==> src/rtl/fru_seq_pla.sv <==
// fru_seq_pla: registered, reconfigurable segmented FRU PLA.
// Each channel picks SEGMENT_SIZE trigger bits from Qin through independent
// muxes. Those bits index a minterm OR-mask, and the result passes through a
// per-channel temporal mode (level / sticky / stretch / edge) before it drives
// FruSelect. Configuration is written into shadow registers and applied to
// every channel at once by a single-cycle COMMIT state.
module fru_seq_pla #(
  parameter  int INPUT_SIZE   = 8,
  parameter  int OUTPUT_SIZE  = 4,
  parameter  int SEGMENT_SIZE = 2,
  parameter  int HOLD_W       = 4,
  localparam int SW           = $clog2(INPUT_SIZE),
  localparam int IW           = (OUTPUT_SIZE > 1) ? $clog2(OUTPUT_SIZE) : 1
) (
  input  logic                         clk,
  input  logic                         rst,
  input  logic [INPUT_SIZE-1:0]        Qin,
  input  logic                         CfgValid,
  output logic                         CfgReady,
  input  logic [IW-1:0]                CfgIdx,
  input  logic [SEGMENT_SIZE*SW-1:0]   CfgMux,
  input  logic [2**SEGMENT_SIZE-1:0]   CfgMinterm,
  input  logic [1:0]                   CfgMode,
  input  logic [HOLD_W-1:0]            CfgHold,
  input  logic                         CfgCommit,
  input  logic [OUTPUT_SIZE-1:0]       ClearSticky,
  output logic [OUTPUT_SIZE-1:0]       FruSelect,
  output logic                         CfgPending
);

  localparam int MUX_W = SEGMENT_SIZE * SW;
  localparam int MT_W  = 2 ** SEGMENT_SIZE;
  localparam int QP_W  = 2 ** SW;

  // Largest legal channel index + 1, sized one bit wider than CfgIdx.
  localparam logic [IW:0] OUT_LIM = OUTPUT_SIZE[IW:0];

  typedef enum logic [1:0] {
    MODE_LEVEL   = 2'd0,
    MODE_STICKY  = 2'd1,
    MODE_STRETCH = 2'd2,
    MODE_EDGE    = 2'd3
  } mode_e;

  typedef enum logic {
    ST_IDLE   = 1'b0,
    ST_COMMIT = 1'b1
  } state_e;

  typedef struct packed {
    logic [MUX_W-1:0]  mux;
    logic [MT_W-1:0]   minterm;
    logic [1:0]        mode;
    logic [HOLD_W-1:0] hold;
  } cfg_t;

  state_e                 state_q, state_d;
  cfg_t                   shadow_q [OUTPUT_SIZE];
  cfg_t                   shadow_d [OUTPUT_SIZE];
  cfg_t                   active_q [OUTPUT_SIZE];
  cfg_t                   active_d [OUTPUT_SIZE];
  logic                   pending_q, pending_d;
  logic [OUTPUT_SIZE-1:0] sel_q, sel_d;
  logic [OUTPUT_SIZE-1:0] prev_q, prev_d;
  logic [HOLD_W-1:0]      cnt_q [OUTPUT_SIZE];
  logic [HOLD_W-1:0]      cnt_d [OUTPUT_SIZE];

  logic [QP_W-1:0]         qpad;
  logic [SEGMENT_SIZE-1:0] seg_w [OUTPUT_SIZE];
  logic [OUTPUT_SIZE-1:0]  p_w;
  logic                    wr_fire;
  logic                    idx_ok;

  assign CfgReady   = (state_q == ST_IDLE);
  assign CfgPending = pending_q;
  assign FruSelect  = sel_q;
  assign wr_fire    = CfgValid & CfgReady;
  assign idx_ok     = ({1'b0, CfgIdx} < OUT_LIM);

  // PLA: Qin is zero-padded to 2**SW bits so mux selects beyond INPUT_SIZE read 0.
  always_comb begin
    qpad = '0;
    qpad[INPUT_SIZE-1:0] = Qin;
    p_w = '0;
    for (int unsigned i = 0; i < OUTPUT_SIZE; i++) begin
      seg_w[i] = '0;
      for (int unsigned k = 0; k < SEGMENT_SIZE; k++) begin
        seg_w[i][k] = qpad[active_q[i].mux[k*SW +: SW]];
      end
      p_w[i] = active_q[i].minterm[seg_w[i]];
    end
  end

  // Next-state: config FSM, shadow writes, commit copy and per-channel modes.
  always_comb begin
    state_d   = state_q;
    shadow_d  = shadow_q;
    active_d  = active_q;
    pending_d = pending_q;
    sel_d     = sel_q;
    prev_d    = prev_q;
    cnt_d     = cnt_q;

    case (state_q)
      ST_IDLE: begin
        if (wr_fire && idx_ok) begin
          for (int unsigned i = 0; i < OUTPUT_SIZE; i++) begin
            if (32'(CfgIdx) == i) begin
              shadow_d[i] = {CfgMux, CfgMinterm, CfgMode, CfgHold};
            end
          end
          pending_d = 1'b1;
        end
        if (CfgCommit) begin
          state_d = ST_COMMIT;
        end
        for (int unsigned i = 0; i < OUTPUT_SIZE; i++) begin
          case (mode_e'(active_q[i].mode))
            MODE_LEVEL: begin
              sel_d[i] = p_w[i];
            end
            MODE_STICKY: begin
              sel_d[i] = ClearSticky[i] ? 1'b0 : (sel_q[i] | p_w[i]);
            end
            MODE_STRETCH: begin
              if (p_w[i]) begin
                sel_d[i] = 1'b1;
                cnt_d[i] = active_q[i].hold;
              end else if (cnt_q[i] != '0) begin
                sel_d[i] = 1'b1;
                cnt_d[i] = cnt_q[i] - HOLD_W'(1);
              end else begin
                sel_d[i] = 1'b0;
              end
            end
            MODE_EDGE: begin
              sel_d[i]  = p_w[i] & ~prev_q[i];
              prev_d[i] = p_w[i];
            end
            default: sel_d[i] = 1'b0;
          endcase
        end
      end
      ST_COMMIT: begin
        // Shadow already holds any write accepted alongside the commit request.
        active_d  = shadow_q;
        sel_d     = '0;
        prev_d    = '0;
        for (int unsigned i = 0; i < OUTPUT_SIZE; i++) begin
          cnt_d[i] = '0;
        end
        pending_d = 1'b0;
        state_d   = ST_IDLE;
      end
      default: state_d = ST_IDLE;
    endcase
  end

  // State registers with synchronous active-high reset.
  always_ff @(posedge clk) begin
    if (rst) begin
      state_q   <= ST_IDLE;
      pending_q <= 1'b0;
      sel_q     <= '0;
      prev_q    <= '0;
      for (int unsigned i = 0; i < OUTPUT_SIZE; i++) begin
        shadow_q[i] <= '0;
        active_q[i] <= '0;
        cnt_q[i]    <= '0;
      end
    end else begin
      state_q   <= state_d;
      pending_q <= pending_d;
      sel_q     <= sel_d;
      prev_q    <= prev_d;
      for (int unsigned i = 0; i < OUTPUT_SIZE; i++) begin
        shadow_q[i] <= shadow_d[i];
        active_q[i] <= active_d[i];
        cnt_q[i]    <= cnt_d[i];
      end
    end
  end

endmodule
==> config.mk <==
export PLATFORM = sky130hd
export DESIGN_NAME = fru_seq_pla
export DESIGN_NICKNAME = d
export VERILOG_FILES = /design/src/rtl/fru_seq_pla.sv
export SDC_FILE = /design/constraint.sdc
export NUM_CORES = 1
export LEC_CHECK = 0
export CAP_MARGIN = 0
export CELL_PAD_IN_SITES_DETAIL_PLACEMENT = 0
export CELL_PAD_IN_SITES_GLOBAL_PLACEMENT = 1
export CORE_MARGIN = 5
export CORE_UTILIZATION = 41
export CTS_CLUSTER_DIAMETER = 150
export DETAILED_ROUTE_END_ITERATION = 8
export HOLD_SLACK_MARGIN = 0.05
export PLACE_DENSITY = 0.85
export SLEW_MARGIN = 15
export SYNTH_ARGS = -nofsm -noshare
export SYNTH_HDL_FRONTEND = slang
export SYNTH_SLANG_ARGS = --single-unit
==> constraint.sdc <==
create_clock -name clk -period 1.8 [get_ports clk]
set_input_delay 0.36 -clock clk [delete_from_list [all_inputs] [get_ports clk]]
set_output_delay 0.36 -clock clk [all_outputs]
set_load 0.02 [all_outputs]
# Word level (Yosys, flattened, before mapping)
# Cells that the tools add are included.
[classes] n_eq_ne=28 order_cmp=12 muxes=63 n_bitwise=14 n_addsub=4 reduce_logical=17
[ops] op="4-bit 2-to-1 mux" count=12
[ops] op="3-bit by 4-bit less-than comparator with 1-bit output (second input constant)" count=8
[ops] op="16-bit one-hot mux with 2 select lines" count=1
[ops] op="1-bit 2-to-1 mux" count=30
[ops] op="1-bit binary-select mux with 3-bit select" count=8
[ops] op="2-bit equality test (second input constant)" count=10
[ops] op="2-bit by 1-bit inequality test with 1-bit output (second input constant)" count=9
[ops] op="1-bit one-hot mux with 4 select lines" count=4
[ops] op="4-bit one-hot mux with 2 select lines" count=2
[ops] op="4-bit nonzero test" count=4
[ops] op="4-bit by 1-bit subtractor with 4-bit output (second input constant)" count=4
[ops] op="2-bit by 3-bit less-than comparator with 1-bit output (second input constant)" count=4
[ops] op="3-bit by 1-bit inequality test with 1-bit output (second input constant)" count=4
[ops] op="3-bit AND reduction" count=4
[ops] op="2-bit by 1-bit equality test with 1-bit output (second input constant)" count=5
[ops] op="2-bit logical NOT" count=5
[ops] op="1-bit binary-select mux with 2-bit select" count=4
[ops] op="2-bit AND reduction" count=4
[ops] op="1-bit AND" count=5
[ops] op="1-bit NOT" count=5
[ops] op="1-bit OR" count=4
[ops] op="1-bit one-hot mux with 2 select lines" count=2
[word_totals] word_cells=181 output_inout_bits=6 register_bits=154 inputBits=34

# Depth between registers and ports, before layout
# Gate-level depths: netlist of run 1.
[logic_depth] depth_word=8 mapped_depth=8

# Worst setup path after synthesis of run 1
# No wires, ideal clock.
[synth_timing] path_kind="register to register" from="reg active_q[43] (netlist bit)" to="reg cnt_q[10] (netlist bit)" t_arrival_ps=1876 t_required_ps=1668 path_slack_ps=-208 path_stages_with_launch=8 setup_ps=132 synth_period_minus_slack_ps=2008 path_cell_list="dfxtp_1 -> buf_2 -> mux2i_1 -> mux4_2 -> mux2i_1 -> mux2i_1 -> a2bb2oi_1 -> a21oi_1"
[synth_between] elab_chain_len=7 word_cells_on_any_way=9
[synth_lines] element="from (decl)" line_no="60" text="cfg_t active_q [OUTPUT_SIZE];"
[synth_lines] element="from (signal, indexed assignment)" line_no="178" text="active_q[i] <= active_d[i];"
[synth_lines] element="1-bit binary-select mux with 3-bit select *" line_no="88" text="seg_w[i][k] = qpad[active_q[i].mux[k*SW +: SW]];"
[synth_lines] element="1-bit 2-to-1 mux (implied by the code) *" line_no="88"
[synth_lines] element="1-bit binary-select mux with 2-bit select *" line_no="90" text="p_w[i] = active_q[i].minterm[seg_w[i]];"
[synth_lines] element="1-bit 2-to-1 mux (implied by the code) *" line_no="90"
[synth_lines] element="4-bit 2-to-1 mux" line_no="126" text="if (p_w[i]) begin"
[synth_lines] element="4-bit 2-to-1 mux" line_no="118" text="case (mode_e'(active_q[i].mode))"
[synth_lines] element="16-bit one-hot mux with 2 select lines" line_no="104" text="case (state_q)"
[synth_lines] element="to (signal, indexed assignment)" line_no="179" text="cnt_q[i] <= cnt_d[i];"
[synth_lines] element="to (decl)" line_no="65" text="logic [HOLD_W-1:0] cnt_q [OUTPUT_SIZE];"
# Mark *: on every way between the ends. The rest lies on a longest branch, timed or not. The select of a mux whose other input is x is not followed.
# A chain may end at the register's enable or synchronous reset.

# Worst setup path in the final report of run 1
# Same ends and word-level chain as after synthesis.

==> results of run 1 <==
## registers in the layout, indices dropped and copies added, names as in the netlist
register    count
prev_q          4
state_q         1
CfgPending      1
shadow_q       64
FruSelect       4
active_q       64
cnt_q          16
## power groups by stage
stage	Sequential [uW]	Combinational, uW	Clock [uW]
after floorplan	3580	314	0
after global placement	3580	575	0
after detailed placement	3580	580	0
after CTS	3500	642	3860
after global routing	3510	712	3990
final	3500	663	3770
## layer usage
layer | share of wire [%] | track usage (%) | vias to the layer above | wire [um]
met3 | 3.8 | 4.42 | 14 | 641
met1 | 48 | 25.3 | 2637 | 8050
met2 | 47 | 29.8 | 97 | 7830
met5 | 0 | 0 | - | 0
li1 | - | - | 2751 | -
met4 | 1.1 | 5.32 | 0 | 179
## cell families (layout without fill, tap and decap cells)
logic type / count (synthesis) / after routing
DFF: 154 / 154
and+or+nand+nor: 308 / 308
adders and majority gates: 4 / 4
buffers and inverters: 57 / 132
muxes: 107 / 108
AOI/OAI and AO/OA: 126 / 129
## stage by stage
stage | instances | util (%)
floorplan | 756 | -
global placement | 1005 | 47.5
detailed placement | 1005 | 47.5
CTS | 1048 | 53.5
global route | 1051 | 54.0
finish | 1051 | 54.0
## placed cells by master (no fill, tap or decap), types with 5 or more instances in the layout
master and count:
nand2_1 160, nand4_1 10, a21o_1 5, nor3_1 10, nor2b_1 11, mux2i_1 77, mux4_2 12, dlygate4sd2_1 8
buf_12 10, a21oi_1 79, clkbuf_1 5, buf_6 5, clkbuf_16 17, nor2_1 78, buf_4 37, mux2i_4 7
inv_1 10, dfxtp_1 144, nand3_1 6, a31oi_1 11, mux2_2 6, or3_1 7, dfxtp_4 6, a21oi_2 5
clkdlybuf4s50_1 29
## critical path, cell delays in order, from the launching register on
cell	delay [ps]
dfxtp_4	370
mux2i_1	120
mux4_2	580
mux2i_4	230
mux2i_4	230
buf_12	160
a2bb2oi_2	140
a21oi_2	60
## cell type report
class,instances,area (um2),share of cell area [%]
clock inverter,7,138,1.60
sequential,154,3110,36.2
multi-input combinational,549,3630,42.3
tap,216,270,3.15
timing repair buffer,90,906,10.6
clock buffer,25,485,5.66
inverter,10,37.5,0.437
## how the worst max path moves through the flow
stage	to	slack, ps	cells after the start
after floorplan	cnt_q[12]$_SDFFE_PP0P_	-130	7
after global placement	cnt_q[15]$_SDFFE_PP0P_	-820	7
after detailed placement	cnt_q[15]$_SDFFE_PP0P_	-830	7
after CTS	FruSelect[1]$_SDFF_PP0_	-210	8
after global routing	cnt_q[9]$_SDFFE_PP0P_	-300	7
final	cnt_q[10]$_SDFFE_PP0P_	-240	7
## repair_timing
item	4_1_cts	5_1_grt
gates resized for setup	64	19
pin swaps	20	15
setup endpoints to repair	25	24
buffers inserted	5	5
cloned	6	0
hold buffers	0	0
==> results.py, run 1 <==
metrics = {
    "logic_synthesis": {
        "syn_nets": 794,
        "muxShareOfSynthArea_pct": 18.4,
        "synth_warnings": 0,
        "ys_seq_elements": 154,
        "synth_enable_flop_cells": 0,
        "synthSimpleGateAreaFrac_pct": 19.9,
        "synth-seq-area-share_pct": 46.3,
        "post_synth_num_cell_types": 43,
        "synth.cells.most_frequent": "160 x nand2_1, 154 x dfxtp_1, 88 x mux2i_1, 86 x a21oi_1, 78 x nor2_1",
        "yosys-top-cells-area": "dfxtp_1 46%, mux2i_1 13%, nand2_1 9.0%",
        "syn-instance-count": 756,
        "synth_top_cell_by_area": "dfxtp_1",
        "yosysMostFrequentCell": "nand2_1",
        "synth_area_mm2": 0.00666,
        "async_flop_share_pct": 0,
        "synth-xor-area-share_pct": 0,
        "synth_compound_area_share_pct": 10.8,
        "synth_top_area_share_pct": 46.3,
        "avgSynthCellArea_um2": 8.80,
        "synthAdderAreaFrac_pct": 0.752,
        "yosys_most_used_dff": "dfxtp_1",
        "synth_top_family_by_area": "simple AND/OR/NAND/NOR gates",
    },
    "clock_network": {
        "cts_buffers": 17,
        "clk_latency_ps": 420,
        "cts.htree.levels": 4,
        "clock-sinks": 154,
        "cts_tree": "built",
        "cts_buffer_depth": 2,
        "clk_pin_slew_ps": 60,
        "cts-root-buf": "clkbuf_16",
    },
    "layout": {
        "nFillCells": 1458,
        "antenna_cells": 0,
        "drive_above_1_share_pct": 18.0,
        "design_area_mm2": 0.00858,
        "syn_to_final_growth_pct": 28.9,
        "nets": 860,
    },
    "global_routing": {
        "grtUsageTotal_pct": 18.7,
        "grt_max_degree": 129,
        "grt_pass1_wl_um": 27500,
        "grt_pass1_vias": 5284,
        "grt_antenna_before_repair": 0,
        "grt_remaining_overflow": 0,
    },
    "worst_setup_path": {
        "r2r_cells": 7,
        "start_kind": "flip-flop",
        "regToRegEndpoint": "cnt_q[10]$_SDFFE_PP0P_",
        "regToRegSetupSlack_ps": -240,
        "worstReg2RegStart": "active_q[43]$_SDFFE_PP0P_",
        "arrival_ps": 2320,
        "crit_fanout": 5,
        "crit_path_start": "active_q[43]$_SDFFE_PP0P_",
        "crit_path_end_kind": "flip-flop",
        "path_class": "reg -> reg",
        "worstPathRequired_ps": 2080,
    },
    "pwr": {
        "leakagePower_uw": 0.00296,
        "seqPwrFrac_pct": 44.2,
        "powerDensity_mw_per_mm2": 925,
        "power.switching_uw": 1740,
        "power_frac_clock_pct": 47.5,
        "internal_power_uw": 6190,
        "p_sw_share_pct": 21.9,
        "power_frac_comb_pct": 8.4,
        "p_total_uw": 7930,
        "ir_drop_uv": 737,
    },
    "placed_design": {
        "routabilityCongestion": 0.847,
        "place_ws_ps": -827,
        "port_buffers": 39,
        "place_hpwl_um": 10100,
        "placed_area_mm2": 0.00754,
    },
    "detailed_routing": {
        "finalWirelength_um": 16700,
        "vias": 5499,
        "ant_nets": 0,
        "dr.pass1.iters": 5,
        "drc": 0,
        "wire_per_inst_um": 15.9,
        "via_per_inst": 5.23,
        "dr.first_iter.drc_count": 339,
    },
    "timing": {
        "worst_slack_ps": -235,
        "fin_crit_sh_pct": 113,
        "period_needed_ps": 2040,
        "rsz0062_at_grt": "yes",
        "finalSetupTns_ps": -2920,
        "fin_worst_skew_ps": 6.59,
        "fin_hold_ws_ps": 452,
        "worst-slew-pin-transition_ps": 716,
        "fmax_mhz": 491,
        "setup_violations": 22,
        "slew_violations": 0,
        "relSlewSlack_pct": 52.2,
        "finalHoldViolations": 0,
    },
    "min_path": {
        "holdPathStages": 2,
        "hold_path.startpoint": "prev_q[1]$_SDFFE_PP0P_",
        "hold_end": "prev_q[1]$_SDFFE_PP0P_",
        "worstHoldPathType": "reg -> reg",
    },
    "floorplan": {
        "core-area_mm2": 0.0159,
        "boundaryPins": 40,
        "die_h_um": 137,
        "dieArea_mm2": 0.0189,
        "fp.dieW_um": 137,
        "rows": 46,
        "start_util_pct": 41.9,
    },
    "job": {
        "cap_violations": 0,
    },
    "outcome": {
        "status": "finished, violations left",
        "violations": "negative setup slack",
    },
}
Note: power is estimated with default switching activity, not from simulation.
==> run 2, diff against run 1 <==
GPL_TIMING_DRIVEN = 0   (was unset)
SLEW_MARGIN = 20   (was 15)
==> run 2 against run 1 <==
  * The run still ends with negative setup slack left
  * Clock power fell by 3%
  * Flip-flop and latch count unchanged
  * Hold slack better by 1.8 ps
  * Global-route usage increased by 0.72 points
  * Via count down 0.11%
  * Clock-buffer cell count decreased by 4
  * Routed wire length rose by 5.0%
  * Core utilization down 1.9 points
  * Non-clock buffer count down 2
  * Final cell count fell by 0.57%
==> results.py, run 2 (synthesis results as in run 1) <==
metrics = {
    "clock_network": {
        "cts.htree.levels": 4,
        "cts_buffers": 17,
        "cts_tree": "built",
        "clk_latency_ps": 430,
        "clock-sinks": 154,
        "clk_pin_slew_ps": 60,
        "cts_buffer_depth": 2,
        "cts-root-buf": "clkbuf_16",
    },
    "global_routing": {
        "grt_pass1_vias": 5026,
        "grt_remaining_overflow": 0,
        "grt_pass1_wl_um": 27800,
        "grtUsageTotal_pct": 19.4,
        "grt_antenna_before_repair": 0,
        "grt_max_degree": 17,
    },
    "layout": {
        "reg.largest.list": "active_q (64), shadow_q (64), cnt_q (16)",
        "fin_util_pct": 52.2,
        "nets": 854,
        "drive_above_1_share_pct": 13.6,
        "layout_common_cells": "160 x nand2_1, 146 x dfxtp_1, 83 x a21oi_1, 81 x mux2i_1, 78 x nor2_1",
        "final_common_cell": "nand2_1",
        "syn_to_final_growth_pct": 24.5,
        "nFillCells": 1503,
        "antenna_cells": 0,
    },
    "floorplan": {
        "start_util_pct": 41.9,
        "fp.dieW_um": 137,
        "boundaryPins": 40,
        "dieArea_mm2": 0.0189,
        "core-area_mm2": 0.0159,
        "die_h_um": 137,
        "rows": 46,
    },
    "min_path": {
        "hold_path.startpoint": "shadow_q[50]$_SDFFE_PP0P_",
        "holdPathStages": 2,
        "worstHoldPathType": "reg -> reg",
        "hold_end": "shadow_q[50]$_SDFFE_PP0P_",
    },
    "detailed_routing": {
        "via_per_inst": 5.26,
        "dr.first_iter.drc_count": 381,
        "finalWirelength_um": 17500,
        "dr.pass1.iters": 5,
        "vias": 5493,
        "drc": 0,
        "ant_nets": 0,
        "wire_per_inst_um": 16.8,
    },
    "timing": {
        "period_needed_ps": 2090,
        "finalHoldViolations": 0,
        "worst_slack_ps": -288,
        "finalSetupTns_ps": -3940,
        "worst-slew-pin-transition_ps": 667,
        "setup_violations": 24,
        "fin_worst_skew_ps": 5.63,
        "fin_crit_sh_pct": 116,
        "relSlewSlack_pct": 55.5,
        "fmax_mhz": 479,
        "slew_violations": 0,
        "rsz0062_at_grt": "yes",
    },
    "worst_setup_path": {
        "crit_slowest_cell": "mux4_2",
        "worstPathCellList": "dlygate4sd2_1, mux2i_1, mux4_2, mux4_2, buf_6, mux2i_1, a21oi_1, nor2_1",
        "path_class": "in -> reg",
        "crit_path_end_kind": "flip-flop",
        "crit_fanout": 8,
        "worstReg2RegStart": "active_q[61]$_SDFFE_PP0P_",
        "regToRegSetupSlack_ps": -240,
        "start_kind": "input port",
        "regToRegEndpoint": "cnt_q[15]$_SDFFE_PP0P_",
        "r2r_cells": 7,
        "max_stage_delay_ps": 530,
        "arrival_ps": 2410,
        "worstPathRequired_ps": 2120,
    },
    "pwr": {
        "powerDensity_mw_per_mm2": 942,
        "leakagePower_uw": 0.00283,
        "ir_drop_uv": 704,
    },
    "placed_design": {
        "place_hpwl_um": 11800,
        "routabilityCongestion": 0.769,
        "port_buffers": 39,
        "place_ws_ps": -1070,
    },
    "outcome": {
        "violations": "negative setup slack",
        "status": "finished, violations left",
    },
    "job": {
        "cap_violations": 0,
    },
}
==> run 2: changes by cell type in the layout (fill, tap and decap cells not counted), moves of 3 or more <==
cell and change:
a21oi_1 +4, dfxtp_4 -4, buf_6 -3, buf_2 +3, a311o_2 -3, buf_4 -32, mux4_2 -3, clkbuf_8 +4
mux2i_1 +4, clkbuf_2 +9, buf_12 -6, clkbuf_1 +14
==> run 2: repair_timing <==
action / in CTS / in global routing
pin swaps: 9 / 10
setup endpoints to repair: 125 / 104
gates cloned: 4 / 0
buffers inserted: 6 / 1
hold buffers: 0 / 0
gates resized for setup: 58 / 24
==> run 2: power by group <==
group	switching [uW]	internal (uW)	total, uW
registers	36.9	3470	3510
logic	376	265	642
clock network	1400	2250	3660
==> run 2: metal layers <==
layer / track usage [%] / vias to the layer above / wire (um)
met5: 0 / - / 0
met4: 6.32 / 0 / 275
met3: 3.91 / 18 / 981
met2: 29.9 / 139 / 7940
met1: 27.3 / 2595 / 8330
li1: - / 2741 / -
==> run 2: metrics by stage <==
stage          power (uW)  hold WS (ps)  cell area [um2]  cells
3_5_place_dp         4150           446             7360   1011
2_1_floorplan        3890           430             6700    756
6_report             7800           454             8290   1045
4_1_cts              7850           454             8270   1051
5_1_grt              8070           469             8290   1045
3_3_place_gp         4150           443             7360   1011
==> run 2: how the worst max path moves through the flow <==
stage,depth (start not counted),startpoint,end
6_report,8,Qin[7],cnt_q[15]$_SDFFE_PP0P_
4_1_cts,7,active_q[61]$_SDFFE_PP0P_,cnt_q[15]$_SDFFE_PP0P_
5_1_grt,7,active_q[61]$_SDFFE_PP0P_,cnt_q[15]$_SDFFE_PP0P_
3_3_place_gp,7,Qin[4],cnt_q[10]$_SDFFE_PP0P_
2_1_floorplan,7,active_q[61]$_SDFFE_PP0P_,cnt_q[12]$_SDFFE_PP0P_
3_5_place_dp,7,Qin[5],cnt_q[10]$_SDFFE_PP0P_
==> run 2: critical path: cells and delay by family <==
family          cells  cell delay, ps
mux                 4            1260
buf+inv             2             620
compound gates      1             110
simple gates        1              50
==> run 2: layout make-up <==
class | instances | area (um2) | share of cell area [%]
Buffer | 39 | 226 | 2.73
Clock buffer | 21 | 460 | 5.56
Clock inverter | 11 | 144 | 1.74
Inverter | 10 | 37.5 | 0.453
Multi-Input combinational cell | 545 | 3540 | 42.7
Sequential cell | 154 | 3100 | 37.4
Tap cell | 216 | 270 | 3.26
Timing Repair Buffer | 49 | 512 | 6.18
